--- config.mk ---
export PLATFORM = sky130hd
export DESIGN_NAME = alu_op_sequencer
export DESIGN_NICKNAME = d
export VERILOG_FILES = /design/src/rtl/alu_op_sequencer.sv
export SDC_FILE = /design/constraint.sdc
export NUM_CORES = 1
export LEC_CHECK = 0
export CORE_MARGIN = 10
export CORE_UTILIZATION = 50
export CTS_BUF_LIST = sky130_fd_sc_hd__clkbuf_2
export DETAILED_ROUTE_END_ITERATION = 8
export PLACE_DENSITY_LB_ADDON = 0.3
export REMOVE_ABC_BUFFERS = 1
export SLEW_MARGIN = 5
export SYNTH_ARGS = -nofsm -noshare
export SYNTH_HDL_FRONTEND = slang
export SYNTH_SLANG_ARGS = --single-unit
--- constraint.sdc ---
create_clock -name clk_i -period 3.04 [get_ports clk_i]
set_input_delay 0.608 -clock clk_i [delete_from_list [all_inputs] [get_ports clk_i]]
set_output_delay 0.608 -clock clk_i [all_outputs]
set_load 0.005 [all_outputs]
--- src/rtl/alu_op_sequencer.sv ---
// rtl/alu_op_sequencer.sv - micro-op FIFO and single-issue sequencer for the register-file/ALU datapath
//
// Buffers packed micro-ops {opcode[16:15], A3[14:10], A2[9:5], A1[4:0]} in a
// DEPTH-entry circular FIFO. It issues at most one micro-op per clock while run_i
// is high, and each issued op becomes registered register-file/ALU controls.
//
// Optional feature: define ALU_SEQ_R0_GUARD_EN to suppress rf_we_o for ops with A3=0.
//
// Ports:
//   clk_i, rst_i         clock, asynchronous active-high reset
//   instr_valid_i/instr_i/instr_ready_o   upstream micro-op handshake
//   run_i                issue enable (0 holds FIFO contents)
//   flush_i              discard all buffered micro-ops
//   rf_we_o, rf_A1_o, rf_A2_o, rf_A3_o, alu_opcode_o   registered datapath controls
//   level_o, busy_o, issued_cnt_o                      status
module alu_op_sequencer #(
  parameter int DEPTH      = 4,
  parameter int DEPTH_LOG2 = 2
) (
  input  logic                  clk_i,
  input  logic                  rst_i,
  input  logic                  instr_valid_i,
  input  logic [16:0]           instr_i,
  output logic                  instr_ready_o,
  input  logic                  run_i,
  input  logic                  flush_i,
  output logic                  rf_we_o,
  output logic [4:0]            rf_A1_o,
  output logic [4:0]            rf_A2_o,
  output logic [4:0]            rf_A3_o,
  output logic [1:0]            alu_opcode_o,
  output logic [DEPTH_LOG2:0]   level_o,
  output logic                  busy_o,
  output logic [15:0]           issued_cnt_o
);

  typedef enum logic [1:0] {IDLE, ISSUE, PAUSED} state_t;

  localparam logic [DEPTH_LOG2:0] FULL_LVL = (DEPTH_LOG2+1)'(DEPTH);

  state_t                state_q, state_d;
  logic [16:0]           mem_q [DEPTH];
  logic [DEPTH_LOG2-1:0] rd_ptr_q, rd_ptr_d, wr_ptr_q, wr_ptr_d;
  logic [DEPTH_LOG2:0]   level_q, level_d;
  logic                  rf_we_q, rf_we_d;
  logic [4:0]            a1_q, a1_d, a2_q, a2_d, a3_q, a3_d;
  logic [1:0]            op_q, op_d;
  logic [15:0]           cnt_q, cnt_d;
  logic                  push, pop;
  logic [16:0]           head;

  assign head = mem_q[rd_ptr_q];

  // Ready is low during reset so that all outputs read as zero while rst_i is high.
  // No pass-through when full: only the registered level matters, not a same-cycle pop.
  assign instr_ready_o = (level_q != FULL_LVL) & ~flush_i & ~rst_i;
  assign push          = instr_valid_i & instr_ready_o;
  // state_q is non-IDLE exactly when the FIFO holds entries; flush overrides issue.
  assign pop           = (state_q != IDLE) & run_i & ~flush_i;

  always_comb begin
    rd_ptr_d = rd_ptr_q;
    wr_ptr_d = wr_ptr_q;
    level_d  = level_q;
    rf_we_d  = 1'b0;
    a1_d     = a1_q;
    a2_d     = a2_q;
    a3_d     = a3_q;
    op_d     = op_q;
    cnt_d    = cnt_q;
    if (flush_i) begin
      rd_ptr_d = '0;
      wr_ptr_d = '0;
      level_d  = '0;
    end else begin
      if (push) wr_ptr_d = wr_ptr_q + DEPTH_LOG2'(1);
      if (pop) begin
        rd_ptr_d = rd_ptr_q + DEPTH_LOG2'(1);
        a1_d     = head[4:0];
        a2_d     = head[9:5];
        a3_d     = head[14:10];
        op_d     = head[16:15];
        cnt_d    = cnt_q + 16'd1;
`ifdef ALU_SEQ_R0_GUARD_EN
        rf_we_d  = (head[14:10] != 5'd0);
`else
        rf_we_d  = 1'b1;
`endif
      end
      case ({push, pop})
        2'b10:   level_d = level_q + (DEPTH_LOG2+1)'(1);
        2'b01:   level_d = level_q - (DEPTH_LOG2+1)'(1);
        default: level_d = level_q;
      endcase
    end
  end

  always_comb begin
    state_d = IDLE;
    if (level_d != '0) state_d = run_i ? ISSUE : PAUSED;
  end

  always_ff @(posedge clk_i or posedge rst_i) begin
    if (rst_i) begin
      state_q  <= IDLE;
      rd_ptr_q <= '0;
      wr_ptr_q <= '0;
      level_q  <= '0;
      rf_we_q  <= 1'b0;
      a1_q     <= '0;
      a2_q     <= '0;
      a3_q     <= '0;
      op_q     <= '0;
      cnt_q    <= '0;
    end else begin
      state_q  <= state_d;
      rd_ptr_q <= rd_ptr_d;
      wr_ptr_q <= wr_ptr_d;
      level_q  <= level_d;
      rf_we_q  <= rf_we_d;
      a1_q     <= a1_d;
      a2_q     <= a2_d;
      a3_q     <= a3_d;
      op_q     <= op_d;
      cnt_q    <= cnt_d;
    end
  end

  // FIFO storage needs no reset: contents are don't-care once the pointers clear.
  always_ff @(posedge clk_i) begin
    if (push) mem_q[wr_ptr_q] <= instr_i;
  end

  assign rf_we_o      = rf_we_q;
  assign rf_A1_o      = a1_q;
  assign rf_A2_o      = a2_q;
  assign rf_A3_o      = a3_q;
  assign alu_opcode_o = op_q;
  assign level_o      = level_q;
  assign busy_o       = (level_q != '0) | rf_we_q;
  assign issued_cnt_o = cnt_q;

endmodule

# After elaboration in Yosys (flattened, before gate mapping)
# Memories as Yosys holds them, arrays and structs flattened. A register that Yosys moved wholly into a read port is not among the register bits.
# Cells that the tools add are included.
# op_classes
reduce_logical	6
n_addsub	5
mux	12
n_eq_ne	3
n_bitwise	8
# ops
op	n
adder 16 x 1 -> 16 bit, second input constant	1
2-to-1 mux 2 bit	6
one-hot mux 3 bit (2 select lines)	1
nonzero test 2 bit	3
nonzero test 3 bit	2
bitwise AND 1 bit	5
adder 2 x 1 -> 2 bit, second input constant	2
2-to-1 mux 1 bit	4
adder 3 x 1 -> 3 bit, second input constant	1
2-to-1 mux 3 bit	1
!= test 3 bit, second input constant	1
subtractor 3 x 1 -> 3 bit, second input constant	1
equality test 2 x 1 -> 1 bit, second input constant	1
equality test 2 bit, second input constant	1
inverter 1 bit	2
AND reduction 2 bit	1
OR 1 bit	1
# word_totals
elab_cells	41
regBits	26
n_memories	1
in_bits	22
mem_bits_rw	68
# memory_table
name	words	width	rd	rd_clocked_by_memory_dff	wr	line	source
mem_q	4	17	1	1	1	42	logic [16:0] mem_q [DEPTH];

# Logic depth before layout (Yosys ltp)
# depth
depth_word	9
depth_mapped	9
depth_no_buf	9

# Worst setup path before layout
# OpenSTA, ideal clock, no wires.
# synth_timing
path_type	input -> register
start	input rst_i
end	register state_q[0]
slack_ns	0.678
path_buffers	0
setup_ns	0.138
cell_stages	8
t_arrival_ns	2.224
required_ns	2.902
cell_sequence	a2111oi_4 inv_1 ha_1 fa_1 xnor2_1 nor2_1 xnor2_1 a211oi_1
# synth_between
elab_chain_len	8
word_cells_on_any_way	9
classes_between	eq/ne (2); mux (3); bitwise (3); reduce/logical (1)
# synth_rtl
element	line	source
start, declared	21	input logic rst_i,
inverter 1 bit *	56	assign instr_ready_o = (level_q != FULL_LVL) & ~flush_i & ~rst_i;
bitwise AND 1 bit *	56	
bitwise AND 1 bit *	57	assign push = instr_valid_i & instr_ready_o;
equality test 2 x 1 -> 1 bit / equality test 2 bit (equally long branches)	90	case ({push, pop})
one-hot mux 3 bit (2 select lines) *	90	
2-to-1 mux 3 bit *	71	if (flush_i) begin
nonzero test 3 bit *	100	if (level_d != '0) state_d = run_i ? ISSUE : PAUSED;
2-to-1 mux 2 bit *	100	
net state_d[0]	41	state_t state_q, state_d;
end signal, assigned	116	state_q <= state_d;
end, declared	41	
# Mark *: on every way through the listed nets, which the timed path passes. The rest lies on a longest branch.
# A chain may end at the register's enable or synchronous reset.

# Final worst setup path
# layout_timing
start	input flush_i
end	output instr_ready_o
# layout_between
elab_chain_len	3
# layout_rtl
element	line	source
start, declared	26	input logic flush_i,
inverter 1 bit (no line)	--	
bitwise AND 1 bit (2 in series)	56	
end, declared	24	output logic instr_ready_o,
# No other way between the ends.

==> reports/qor.tcl <==
set qor(clockRootBuffer) {sky130_fd_sc_hd__clkbuf_2}
set qor(mean_syn_cell_area_um2) 18.5
set qor(netlist.top_cell.by_area) {sky130_fd_sc_hd__edfxtp_1}
set qor(timing.slew.headroom_pct) 46.2
set qor(grt_overflow) 0
set qor(design_area_um2) 5330
set qor(gp_congestion) 0.743
set qor(initial_core_util_pct) 51.1
set qor(grtUsageTotal_pct) 12.5
set qor(tritoncts) {built}
set qor(yosys.cell_count.top_type) {sky130_fd_sc_hd__edfxtp_1}
set qor(cp_capture_type) {primary output}
set qor(synth_flop_cell) {sky130_fd_sc_hd__edfxtp_1}
set qor(dp_hpwl_mm) 5.39
set qor(netlist_cell_types) 30
set qor(synth_top_cell_area_share_pct) 46.1
set qor(grt_start_max_net_pins) 21
set qor(detailedRoute.firstIterationViolations) 65
set qor(number_of_global_route_vias_before_repair) 2435
set qor(cts.repair_timing.setup_buffer_count) 0
set qor(synth_enable_flop_cells) 68
set qor(area_growth_syn_to_layout_pct) 20.2
set qor(crit-reg2reg-launch) {level_o[1]$_DFF_PP0_}
set qor(nets) 345
set qor(final.period_utilization_pct) 85.7
set qor(synth_cells) 240
set qor(number_of_antenna_violations_at_the_first_check_in_global_routing) 0
set qor(fillerInstances) 696
set qor(dpl_cell_area_um2) 5220
set qor(synth.ff_latch_count) 111
set qor(seq_area_frac_synth_pct) 70.3
set qor(row_count) 34
set qor(critPathMaxFanout) 14
set qor(worst_slew_pin_slew_ns) 0.807
set qor(path_clk_slew_ns) 0.26
set qor(max-vdd-ir-drop_mv) 0.368
set qor(post_cts_resized) 0
set qor(core_um2) 8680
set qor(die_width_um) 114
set qor(remaining_design_rule_violation_count) 0
set qor(drt-pass1-iter-count) 4
set qor(clk-insertion-delay-late_ns) 0.53
set qor(drv_slew) 0
set qor(final_hold_viol_count) 0
set qor(setup.worst_path.start) {flush_i}
set qor(crit_required_ns) 2.43
set qor(fin_crit_ns) 2.61
set qor(h-tree-depth) 3
set qor(finClkSkew_ns) 0.0174
set qor(status) {complete, no violations}
set qor(setup.worst_path.class) {input port to primary output}
set qor(drv_cap) 0
set qor(cts_buffers) 9
set qor(unrepaired_setup_endpoints_after_global_routing) {no}
set qor(yosysWarnings) 0
set qor(layout_cells_sized_above_1_pct) 18.7
set qor(io-pin-count) 61
set qor(timing.setup.tns_ns) 0
set qor(antenna-diode-count) 0
set qor(global_route_wire_length_before_repair_mm) 12.8
set qor(worstHoldPathType) {input port to asynchronous set/reset pin}
set qor(vias_per_cell) 5.27
set qor(synth.cells.most_frequent) {sky130_fd_sc_hd__edfxtp_1 (68), sky130_fd_sc_hd__dfrtp_1 (43), sky130_fd_sc_hd__xnor2_1 (17), sky130_fd_sc_hd__nor2_1 (14)}
set qor(report.final.setup_viol) 0
set qor(place.port_buffers) 60
set qor(netlist_area_um2) 4430
set qor(ant_nets) 0
set qor(wl_mm) 7.70
set qor(cts_hold_buffers) 0
set qor(synth.top_cells.by_area) {sky130_fd_sc_hd__edfxtp_1 (46%), sky130_fd_sc_hd__dfrtp_1 (24%), sky130_fd_sc_hd__mux4_1 (4.7%), sky130_fd_sc_hd__mux4_2 (4.6%), sky130_fd_sc_hd__xnor2_1 (3.4%)}
set qor(die_area_um2) 13000
set qor(p_leak_nw) 1.97
set qor(chip_height_um) 114
set qor(routedWlPerCell_um) 18.0
set qor(async_flop_share_pct) 38.7
set qor(worstSetupStartpointType) {input port}
set qor(cts_sinks) 111
set qor(achievable-frequency_ghz) 0.384
set qor(arrival_time_worst_endpoint_ns) 2.00
set qor(vias) 2259
set qor(clockBufferDepth) 2
set qor(power_per_cell_area_nw_per_um2) 570
-- final timing paths --
path,end,slack [ns],depth (start not counted)
max,instr_ready_o,0.43,4
min,state_q[1]$_DFF_PP0_,0.38,2
max reg2reg,state_q[0]$_DFF_PP0_,0.71,9
min reg2reg,issued_cnt_o[15]$_DFFE_PP0P_,0.49,1
max in group asynchronous,rf_A3_o[1]$_DFFE_PP0P_,2.12,3
min in group clk_i,issued_cnt_o[15]$_DFFE_PP0P_,0.49,1
-- worst max-delay path, cell delays in order --
cell	delay, ns
sky130_fd_sc_hd__clkdlybuf4s50_1	0.46
sky130_fd_sc_hd__buf_4	0.21
sky130_fd_sc_hd__a211oi_1	0.18
sky130_fd_sc_hd__clkdlybuf4s50_1	0.54
-- layout make-up --
type / count / area, µm² / area share, %
Clock buffer: 10 / 50.0 / 0.939
Sequential cell: 111 / 3120 / 58.5
Inverter: 7 / 26.3 / 0.493
Tap cell: 108 / 135 / 2.54
Timing Repair Buffer: 72 / 703 / 13.2
Multi-Input combinational cell: 115 / 1240 / 23.2
Clock inverter: 6 / 60.1 / 1.13
-- state kept, by name, indices dropped and copies added, names as in the netlist --
register	cells
rd_ptr_q	2
rf_A3_o	5
state_q	2
rf_we_o	1
alu_opcode_o	2
issued_cnt_o	16
rf_A1_o	5
wr_ptr_q	2
rf_A2_o	5
mem_q	68
level_o	3
-- layer usage --
layer | global-route usage [%] | part of all wire (%) | vias to the layer above
li1 | - | - | 1052
met1 | 15.2 | 42 | 1148
met2 | 20.8 | 51 | 52
met3 | 4.51 | 6.1 | 7
met4 | 3.01 | 0.78 | 0
met5 | 0 | 0 | -
-- cell usage in the layout, fill, tap and decap left out --
cell	synthesis	routed
sky130_fd_sc_hd__inv_6	0	1
sky130_fd_sc_hd__xor2_1	4	4
sky130_fd_sc_hd__xnor2_1	17	17
sky130_fd_sc_hd__fa_1	1	1
sky130_fd_sc_hd__a2111oi_4	1	1
sky130_fd_sc_hd__clkinvlp_4	0	1
sky130_fd_sc_hd__mux4_2	9	9
sky130_fd_sc_hd__mux4_1	8	8
sky130_fd_sc_hd__buf_4	0	11
sky130_fd_sc_hd__nand2_1	9	9
sky130_fd_sc_hd__nor3_2	2	2
sky130_fd_sc_hd__nand3_1	7	7
sky130_fd_sc_hd__and4_1	2	2
sky130_fd_sc_hd__nor2_2	0	1
sky130_fd_sc_hd__ha_1	6	6
sky130_fd_sc_hd__clkbuf_2	0	10
sky130_fd_sc_hd__and3_1	1	1
sky130_fd_sc_hd__mux2_4	9	9
sky130_fd_sc_hd__clkdlybuf4s50_1	0	60
sky130_fd_sc_hd__nand4_1	3	3
sky130_fd_sc_hd__nor2_1	14	13
sky130_fd_sc_hd__bufinv_16	0	1
sky130_fd_sc_hd__edfxtp_1	68	68
sky130_fd_sc_hd__clkinv_1	0	1
sky130_fd_sc_hd__mux2_2	9	9
sky130_fd_sc_hd__and2_1	4	4
sky130_fd_sc_hd__o21ai_2	1	1
sky130_fd_sc_hd__inv_1	7	6
sky130_fd_sc_hd__clkinv_2	0	2
sky130_fd_sc_hd__buf_12	1	1
sky130_fd_sc_hd__o21ai_0	1	1
sky130_fd_sc_hd__mux2i_1	2	2
sky130_fd_sc_hd__inv_2	0	1
sky130_fd_sc_hd__or2b_1	1	1
sky130_fd_sc_hd__nor3_1	1	1
sky130_fd_sc_hd__a211oi_1	3	3
sky130_fd_sc_hd__dfrtp_1	43	43
-- cells by family (layout without fill, tap and decap cells) --
kind of cell	after synthesis	after routing	synth area share [%]
adders and majority gates	7	7	2.15
AOI/OAI and AO/OA	6	6	1.44
muxes	37	37	15.1
xor gates and xnor gates	21	21	4.15
and+or+nand+nor	44	44	5.00
DFF	111	111	70.3
buffers and inverters	14	95	1.83
-- through the flow --
stage	utilization [%]	hold WS [ns]	worst slack, ns	instances	total power, mW
6_report	61.4	0.379	0.435	429	3.04
3_5_place_dp	60.1	0.472	0.178	413	2.46
3_3_place_gp	60.1	0.462	0.230	413	2.44
5_1_grt	61.4	0.316	0.259	429	3.20
2_1_floorplan	-	0.468	0.681	233	2.08
4_1_cts	61.4	0.329	0.408	429	3.09
-- where the power goes --
group	total (mW)	internal [mW]	switching [mW]	leakage, nW
logic	0.574	0.396	0.177	0.719
registers	1.84	1.74	0.0959	1.18
clock network	0.626	0.191	0.435	0.0697
total	3.04	2.33	0.708	1.97
(Power assumes the default switching activity.)
